===== config.mk =====
export PLATFORM = sky130hd
export DESIGN_NAME = ulg_encoder
export DESIGN_NICKNAME = d
export VERILOG_FILES = /design/src/rtl/ulg_pkg.sv /design/src/rtl/ulg_enc_fifo.sv /design/src/rtl/ulg_encoder.sv
export SDC_FILE = /design/constraint.sdc
export NUM_CORES = 1
export LEC_CHECK = 0
export CAP_MARGIN = 20
export CORE_ASPECT_RATIO = 0.75
export CORE_MARGIN = 8
export CORE_UTILIZATION = 45
export DETAILED_ROUTE_END_ITERATION = 6
export GPL_TIMING_DRIVEN = 0
export PLACE_DENSITY = 0.74
export REMOVE_ABC_BUFFERS = 1
export SLEW_MARGIN = 20
export SYNTH_ARGS = -nofsm -noshare
export SYNTH_HDL_FRONTEND = slang
export SYNTH_SLANG_ARGS = --single-unit

===== constraint.sdc =====
create_clock -name clk -period 17.4 [get_ports clk]
set_input_delay 3.48 -clock clk [delete_from_list [all_inputs] [get_ports clk]]
set_output_delay 3.48 -clock clk [all_outputs]
set_load 0.005 [all_outputs]

===== src/rtl/ulg_pkg.sv =====
// ULG encoder shared definitions: handshake states,
// output-grid pixel count helper and default widths.
package ulg_pkg;

  localparam int ULG_DATA_W = 8;
  localparam int ULG_IN_CH  = 8;

  typedef enum logic [1:0] {
    H_IDLE     = 2'd0,
    H_ACK      = 2'd1,
    H_WAIT_LOW = 2'd2
  } h_state_t;

  function automatic int calc_npix(
    input int img_w,
    input int img_h,
    input int k_dim
  );
    return (img_h - k_dim + 1) * (img_w - k_dim + 1);
  endfunction

endpackage


===== src/rtl/ulg_enc_fifo.sv =====
// Show-ahead FIFO for processed pixels; head entry is
// always visible on o_data, occupancy on o_count.
module ulg_enc_fifo #(
  parameter  int WIDTH = 68,
  parameter  int DEPTH = 4,
  localparam int AW    = $clog2(DEPTH),
  localparam int CW    = AW + 1
) (
  input  logic             clk,
  input  logic             rst_n,
  input  logic             i_push,
  input  logic [WIDTH-1:0] i_data,
  input  logic             i_pop,
  output logic [WIDTH-1:0] o_data,
  output logic [CW-1:0]    o_count
);

  logic [WIDTH-1:0] r_mem [DEPTH];
  logic [AW-1:0]    r_wr;
  logic [AW-1:0]    r_rd;
  logic [CW-1:0]    r_count;

  // Storage is cleared too so the head reads zero out of reset
  always_ff @(posedge clk or negedge rst_n) begin
    if (!rst_n) begin
      for (int i = 0; i < DEPTH; i++) r_mem[i] <= '0;
      r_wr    <= '0;
      r_rd    <= '0;
      r_count <= '0;
    end else begin
      if (i_push) begin
        r_mem[r_wr] <= i_data;
        r_wr        <= r_wr + 1'b1;
      end
      if (i_pop) r_rd <= r_rd + 1'b1;
      unique case ({i_push, i_pop})
        2'b10:   r_count <= r_count + 1'b1;
        2'b01:   r_count <= r_count - 1'b1;
        default: ;
      endcase
    end
  end

  assign o_data  = r_mem[r_rd];
  assign o_count = r_count;

endmodule


===== src/rtl/ulg_encoder.sv =====
// ULG encoder: req/ack capture, per-channel processing, argmax, FIFO.
// Define ULG_ENC_RELU_EN to clamp negative channels to zero.
module ulg_encoder
  import ulg_pkg::*;
#(
  parameter int DATA_W     = ULG_DATA_W,
  parameter int IN_CH      = ULG_IN_CH,
  parameter int K_DIM      = 3,
  parameter int IMG_W      = 5,
  parameter int IMG_H      = 4,
  parameter int FIFO_DEPTH = 4
) (
  input  logic                            clk,
  input  logic                            rst_n,
  input  logic                            i_clk_en,
  input  logic                            i_frame_start,
  input  logic                            i_encoder_req,
  output logic                            o_encoder_ack,
  input  logic signed [IN_CH*DATA_W-1:0]  i_encoder_data_flat,
  output logic                            o_out_valid,
  input  logic                            i_out_ready,
  output logic [IN_CH*DATA_W-1:0]         o_out_data,
  output logic [$clog2(IN_CH)-1:0]        o_out_argmax,
  output logic                            o_out_last,
  output logic                            o_frame_done
);

  localparam int DW   = IN_CH * DATA_W;
  localparam int AW   = $clog2(IN_CH);
  localparam int EW   = DW + AW + 1;
  localparam int CW   = $clog2(FIFO_DEPTH) + 1;
  localparam int NPIX = calc_npix(IMG_W, IMG_H, K_DIM);
  localparam int PW   = (NPIX > 1) ? $clog2(NPIX) : 1;

  h_state_t                 r_state;
  logic                     r_ack;
  logic                     r_stage_v;
  logic [DW-1:0]            r_stage_data;
  logic [PW-1:0]            r_pix;
  logic                     r_frame_done;

  logic [DW-1:0]            w_proc;
  logic [AW-1:0]            w_arg;
  logic signed [DATA_W-1:0] w_ch;
  logic signed [DATA_W-1:0] w_max;
  logic                     w_last;
  logic                     w_push;
  logic                     w_pop;
  logic                     w_room;
  logic [CW-1:0]            w_count;
  logic [EW-1:0]            w_head;

  // Staged pixel counts against capacity so ack never outruns the FIFO
  assign w_room = (int'(w_count) + int'(r_stage_v)) < FIFO_DEPTH;

  always_ff @(posedge clk or negedge rst_n) begin
    if (!rst_n) begin
      r_state      <= H_IDLE;
      r_ack        <= 1'b0;
      r_stage_v    <= 1'b0;
      r_stage_data <= '0;
    end else if (i_clk_en) begin
      if (r_stage_v) r_stage_v <= 1'b0;
      unique case (r_state)
        H_IDLE: begin
          if (i_encoder_req && w_room) begin
            r_state      <= H_ACK;
            r_ack        <= 1'b1;
            r_stage_data <= i_encoder_data_flat;
            r_stage_v    <= 1'b1;
          end
        end
        H_ACK: begin
          r_ack   <= 1'b0;
          r_state <= H_WAIT_LOW;
        end
        H_WAIT_LOW: begin
          if (!i_encoder_req) r_state <= H_IDLE;
        end
        default: r_state <= H_IDLE;
      endcase
    end
  end

  always_comb begin
    w_proc = r_stage_data;
    w_arg  = '0;
    w_ch   = '0;
    w_max  = '0;
    for (int c = 0; c < IN_CH; c++) begin
      w_ch = r_stage_data[c*DATA_W +: DATA_W];
`ifdef ULG_ENC_RELU_EN
      if (w_ch < 0) w_ch = '0;
`endif
      w_proc[c*DATA_W +: DATA_W] = w_ch;
      // Strict compare keeps the lowest index on ties
      if (c == 0 || w_ch > w_max) begin
        w_max = w_ch;
        w_arg = AW'(c);
      end
    end
  end

  assign w_last = (r_pix == PW'(NPIX - 1));
  assign w_push = i_clk_en & r_stage_v;
  assign w_pop  = i_clk_en & o_out_valid & i_out_ready;

  always_ff @(posedge clk or negedge rst_n) begin
    if (!rst_n) begin
      r_pix        <= '0;
      r_frame_done <= 1'b0;
    end else if (i_clk_en) begin
      if (i_frame_start)
        r_pix <= '0;
      else if (w_push)
        r_pix <= w_last ? '0 : r_pix + 1'b1;
      r_frame_done <= w_pop & w_head[EW-1];
    end
  end

  ulg_enc_fifo #(
    .WIDTH (EW),
    .DEPTH (FIFO_DEPTH)
  ) u_fifo (
    .clk     (clk),
    .rst_n   (rst_n),
    .i_push  (w_push),
    .i_data  ({w_last, w_arg, w_proc}),
    .i_pop   (w_pop),
    .o_data  (w_head),
    .o_count (w_count)
  );

  assign o_encoder_ack = r_ack;
  assign o_out_valid   = (w_count != '0);
  assign o_frame_done  = r_frame_done;
  assign {o_out_last, o_out_argmax, o_out_data} = w_head;

endmodule


==> metrics.txt, run 1 <==
# TYPE chip_impl_metric gauge
chip_impl_metric{name="layout_net_count",unit=""} 1945
chip_impl_metric{name="cp_num_buf_inv",unit=""} 3
chip_impl_info{name="layout.cells.most_common_list",value="528 x sky130_fd_sc_hd__nand2_1, 349 x sky130_fd_sc_hd__dfrtp_1, 237 x sky130_fd_sc_hd__o21ai_0"} 1
chip_impl_metric{name="wire_length_of_the_first_global_routing_pass",unit="µm"} 74730
chip_impl_metric{name="synth.cell_area",unit="mm²"} 0.01724
chip_impl_metric{name="worst_skew_pair.late_latency",unit="ps"} 530
chip_impl_metric{name="min_period_over_period",unit=""} 0.9279
chip_impl_info{name="timing.critical_path.to_type",value="flop"} 1
chip_impl_metric{name="worst_setup_hold_path_clk_slew",unit="ps"} 60
chip_impl_info{name="cpLargestDelayFamily",value="compound AO/OA/AOI/OAI gates"} 1
chip_impl_metric{name="worstPathMaxFanout",unit=""} 22
chip_impl_metric{name="max-cap-violations",unit=""} 0
chip_impl_metric{name="floorplan.io_pins",unit=""} 141
chip_impl_metric{name="cts_post_setup_buffers_inserted",unit=""} 0
chip_impl_info{name="worst_setup_path_start_kind",value="flop"} 1
chip_impl_metric{name="global_route_total_usage_across_every_layer",unit=""} 0.2054
chip_impl_metric{name="timing.max_slew.rel_slack",unit=""} 0.5000
chip_impl_metric{name="antenna_cells_inserted",unit=""} 0
chip_impl_info{name="hp-start",value="u_fifo.r_mem[79]$_DFFE_PN0P_"} 1
chip_impl_metric{name="syn_to_layout_area_delta",unit="%"} 19.33
chip_impl_metric{name="reg2reg_slack",unit="ps"} 1250
chip_impl_metric{name="rows",unit=""} 62
chip_impl_metric{name="max_freq",unit="GHz"} 0.06194
chip_impl_metric{name="antenna_found_initial",unit=""} 0
chip_impl_metric{name="synth-seq-cells",unit=""} 351
chip_impl_metric{name="timing.critical_path.slowest_cell_delay",unit="ps"} 500
chip_impl_metric{name="clock_path_buffers",unit=""} 3
chip_impl_metric{name="antenna_left",unit=""} 0
chip_impl_info{name="crit_type",value="flop to flop"} 1
chip_impl_metric{name="place.port_buffers",unit=""} 140
chip_impl_info{name="cp_slowest_cell",value="sky130_fd_sc_hd__a311oi_1"} 1
chip_impl_info{name="final_common_cell",value="sky130_fd_sc_hd__nand2_1"} 1
chip_impl_metric{name="synth_cell_type_count",unit=""} 77
chip_impl_metric{name="fin_crit",unit="ps"} 16150
chip_impl_metric{name="synth_xor_area_frac",unit=""} 0.003049
chip_impl_info{name="cts_tree",value="done"} 1
chip_impl_metric{name="cts-buffers-inserted",unit=""} 37
chip_impl_info{name="outcome",value="complete, no violations"} 1
chip_impl_metric{name="half_perimeter_wire_length_of_the_detailed_placement_result",unit="µm"} 31500
chip_impl_metric{name="synthesis.yosys.warnings",unit=""} 0
chip_impl_metric{name="worstMarginPinSlew",unit="ps"} 750.0
chip_impl_metric{name="drtIter0Drc",unit=""} 1049
chip_impl_metric{name="post_layout_nonfiller_instances",unit=""} 2359
chip_impl_metric{name="synthesis.area_per_instance",unit="µm²"} 9.963
chip_impl_metric{name="postSynthCellCount",unit=""} 1730
chip_impl_info{name="regToRegEndpoint",value="u_fifo.r_mem[66]$_DFFE_PN0P_"} 1
chip_impl_metric{name="via_count_of_the_first_global_routing_pass",unit=""} 13588
chip_impl_metric{name="worstRegToRegCells",unit=""} 67
chip_impl_metric{name="synth-seq-area-share",unit=""} 0.5096
chip_impl_metric{name="placed_cells",unit=""} 2294
chip_impl_info{name="critical-path-top-cell-by-count",value="sky130_fd_sc_hd__o21ai_0"} 1
chip_impl_metric{name="cp.arrival",unit="ps"} 16540
chip_impl_metric{name="initial_core_util",unit=""} 0.4534
chip_impl_info{name="synth_top_family_by_area",value="simple AND/OR/NAND/NOR gates"} 1
chip_impl_metric{name="core_region_area",unit="mm²"} 0.03801
chip_impl_metric{name="timing.critical_path.required",unit="ps"} 17800
chip_impl_info{name="clk_root_buffer_cell",value="sky130_fd_sc_hd__clkbuf_16"} 1
chip_impl_metric{name="min_path_cells",unit=""} 2
chip_impl_metric{name="viasPerCell",unit=""} 5.601
chip_impl_info{name="critical_path.reg2reg.startpoint",value="r_stage_data[1]$_DFFE_PN0P_"} 1
chip_impl_metric{name="grt_start_max_net_pins",unit=""} 104
chip_impl_info{name="worst_hold_endpoint",value="u_fifo.r_mem[79]$_DFFE_PN0P_"} 1
chip_impl_metric{name="proportion_of_synthesized_area_in_mux_cells",unit=""} 0.1163
chip_impl_metric{name="routed_wirelength",unit="µm"} 46050
chip_impl_metric{name="fin_worst_skew",unit="ps"} 23.31
chip_impl_metric{name="drcViolationCount",unit=""} 0
chip_impl_metric{name="routedWlPerCell",unit="µm"} 19.52
chip_impl_metric{name="final-setup-viol-count",unit=""} 0
chip_impl_metric{name="area_share_of_fa_ha_maj_cells_after_synthesis",unit=""} 0.03964
chip_impl_metric{name="post_route_cells_drive_above_1_share",unit=""} 0.1175
chip_impl_metric{name="final_hold_viol_count",unit=""} 0
chip_impl_metric{name="synth-compound-area-share",unit=""} 0.1358
chip_impl_info{name="synth_top_flop_cell",value="sky130_fd_sc_hd__dfrtp_1"} 1
chip_impl_metric{name="gpl.final_weighted_congestion",unit=""} 0.8805
chip_impl_metric{name="die_w",unit="µm"} 242.0
chip_impl_metric{name="overflow",unit=""} 0
chip_impl_metric{name="ys_async_sr_fraction",unit=""} 1.000
chip_impl_metric{name="cts_max_level",unit=""} 2
chip_impl_metric{name="die_height",unit="µm"} 185.5
chip_impl_metric{name="synth_simple_gate_area_frac",unit=""} 0.1582
chip_impl_metric{name="clock_sinks",unit=""} 351
chip_impl_metric{name="design.die.area",unit="mm²"} 0.04488
chip_impl_metric{name="synth_edf_count",unit=""} 0
chip_impl_metric{name="final_max_slew_viol_count",unit=""} 0
chip_impl_metric{name="dr.pass1.iters",unit=""} 5
chip_impl_info{name="hold_path.class",value="flop to flop"} 1
chip_impl_metric{name="routed-via-count",unit=""} 13213
==> layer usage <==
metal | GRT usage | share of wire
met4 | 0.05225 | 0.018
met2 | 0.3395 | 0.47
met1 | 0.2822 | 0.46
met5 | 0 | 0
met3 | 0.03398 | 0.055
==> layout make-up <==
class,instances,area (µm²)
timing repair buffer,157,1787
tap,512,640.6
clock buffer,53,1119
sequential,351,8791
fill,3336,17440
clock inverter,12,97.59
inverter,63,236.5
multi-input combinational,1211,7896
==> flip-flops by register name, summed over array words and instances (netlist names) <==
name	count
r_stage_data	64
o_frame_done	1
r_pix	3
u_fifo.r_wr	2
u_fifo.r_rd	2
u_fifo.r_mem	272
r_stage_v	1
u_fifo.o_count	3
o_encoder_ack	1
r_state	2
==> cells in the mapped netlist, types with 3 or more instances <==
cell	n	share of area
sky130_fd_sc_hd__a211o_1	5	0.0025
sky130_fd_sc_hd__a211oi_1	6	0.0026
sky130_fd_sc_hd__a211oi_2	3	0.0022
sky130_fd_sc_hd__a21o_1	14	0.0061
sky130_fd_sc_hd__a21oi_1	25	0.0073
sky130_fd_sc_hd__a221oi_2	5	0.0044
sky130_fd_sc_hd__a22oi_1	5	0.0022
sky130_fd_sc_hd__a311oi_1	3	0.0015
sky130_fd_sc_hd__a31oi_1	14	0.0051
sky130_fd_sc_hd__and2_1	3	0.0011
sky130_fd_sc_hd__and3_1	8	0.0029
sky130_fd_sc_hd__and4_1	3	0.0015
sky130_fd_sc_hd__buf_1	10	0.0022
sky130_fd_sc_hd__buf_2	3	0.00087
sky130_fd_sc_hd__clkbuf_1	90	0.020
sky130_fd_sc_hd__dfrtp_1	351	0.51
sky130_fd_sc_hd__ha_1	53	0.038
sky130_fd_sc_hd__inv_1	63	0.014
sky130_fd_sc_hd__mux2_2	26	0.017
sky130_fd_sc_hd__mux2i_1	18	0.010
sky130_fd_sc_hd__mux4_2	68	0.089
sky130_fd_sc_hd__nand2_1	528	0.11
sky130_fd_sc_hd__nand2b_1	6	0.0022
sky130_fd_sc_hd__nand3_1	20	0.0058
sky130_fd_sc_hd__nand4_1	4	0.0015
sky130_fd_sc_hd__nor2_1	41	0.0089
sky130_fd_sc_hd__nor2b_1	8	0.0029
sky130_fd_sc_hd__nor3_1	18	0.0052
sky130_fd_sc_hd__nor4_1	3	0.0011
sky130_fd_sc_hd__o211ai_1	8	0.0035
sky130_fd_sc_hd__o21a_1	5	0.0022
sky130_fd_sc_hd__o21ai_0	237	0.069
sky130_fd_sc_hd__o21ai_1	4	0.0012
sky130_fd_sc_hd__o221ai_1	4	0.0020
sky130_fd_sc_hd__o31ai_1	4	0.0017
sky130_fd_sc_hd__o32ai_1	5	0.0025
sky130_fd_sc_hd__or3_1	4	0.0015
sky130_fd_sc_hd__xnor2_1	3	0.0015
sky130_fd_sc_hd__xor2_1	3	0.0015
==> logic make-up (layout without fill, tap and decap cells) <==
family                     after synthesis  count (layout)
muxes                                  112             112
adders and majority gates               54              54
xor gates and xnor gates                 6               6
and+or+nand+nor                        662             662
AOI/OAI and AO/OA                      377             377
DFF                                    351             351
buffers and inverters                  168             285
==> worst max path at each step <==
stage,start,endpoint,slack (ps),cells after the start
5_1_grt,r_stage_data[1]$_DFFE_PN0P_,u_fifo.r_mem[66]$_DFFE_PN0P_,-20,67
2_1_floorplan,r_stage_data[1]$_DFFE_PN0P_,u_fifo.r_mem[134]$_DFFE_PN0P_,3460,68
3_3_place_gp,rst_n,u_fifo.r_mem[135]$_DFFE_PN0P_,-1820,1
6_report,r_stage_data[1]$_DFFE_PN0P_,u_fifo.r_mem[66]$_DFFE_PN0P_,1250,67
3_5_place_dp,r_stage_data[1]$_DFFE_PN0P_,u_fifo.r_mem[66]$_DFFE_PN0P_,940,68
4_1_cts,r_stage_data[1]$_DFFE_PN0P_,u_fifo.r_mem[66]$_DFFE_PN0P_,800,67
==> worst register-to-register path, delay by kind of cell (launching register included) <==
| kind | cells | cell delay [ps] |
|---|---|---|
| AOI/OAI and AO/OA | 30 | 6690 |
| buffers and inverters | 3 | 640 |
| and+or+nand+nor | 23 | 4580 |
| DFF | 1 | 410 |
| adders and majority gates | 7 | 2140 |
| muxes | 4 | 1540 |
==> through the flow <==
stage                     cell area (µm²)  TNS (ps)  utilization  worst slack (ps)  hold slack (ps)
after floorplan                     16830         0            -              3462            440.6
after global placement              18870   -626640       0.4964             -1817            453.0
after detailed placement            19330         0       0.5085             935.8            458.8
after CTS                           20540         0       0.5405             798.0            473.5
after global routing                20570    -20.65       0.5411            -20.65            490.2
final                               20570         0       0.5411              1254            472.2
==> what timing repair did <==
action | CTS | global route
endpoints found under the hold margin | 0 | 0
hold buffers | 0 | 0
setup endpoints to repair | 0 | 12
resized for setup | 0 | 6
Power of run 1 is left out: the tool's default activity adds up to more than one toggle a clock period on the data nets, which glitch-free logic cannot reach.
==> run 2, diff against run 1 <==
Settings changed: SKIP_LAST_GASP set to 1, TNS_END_PERCENT set to 50.
==> results of run 2 <==
The final DEF is identical to that of run 1; final timing and power are the same.
Power of run 2 is left out for the same reason.
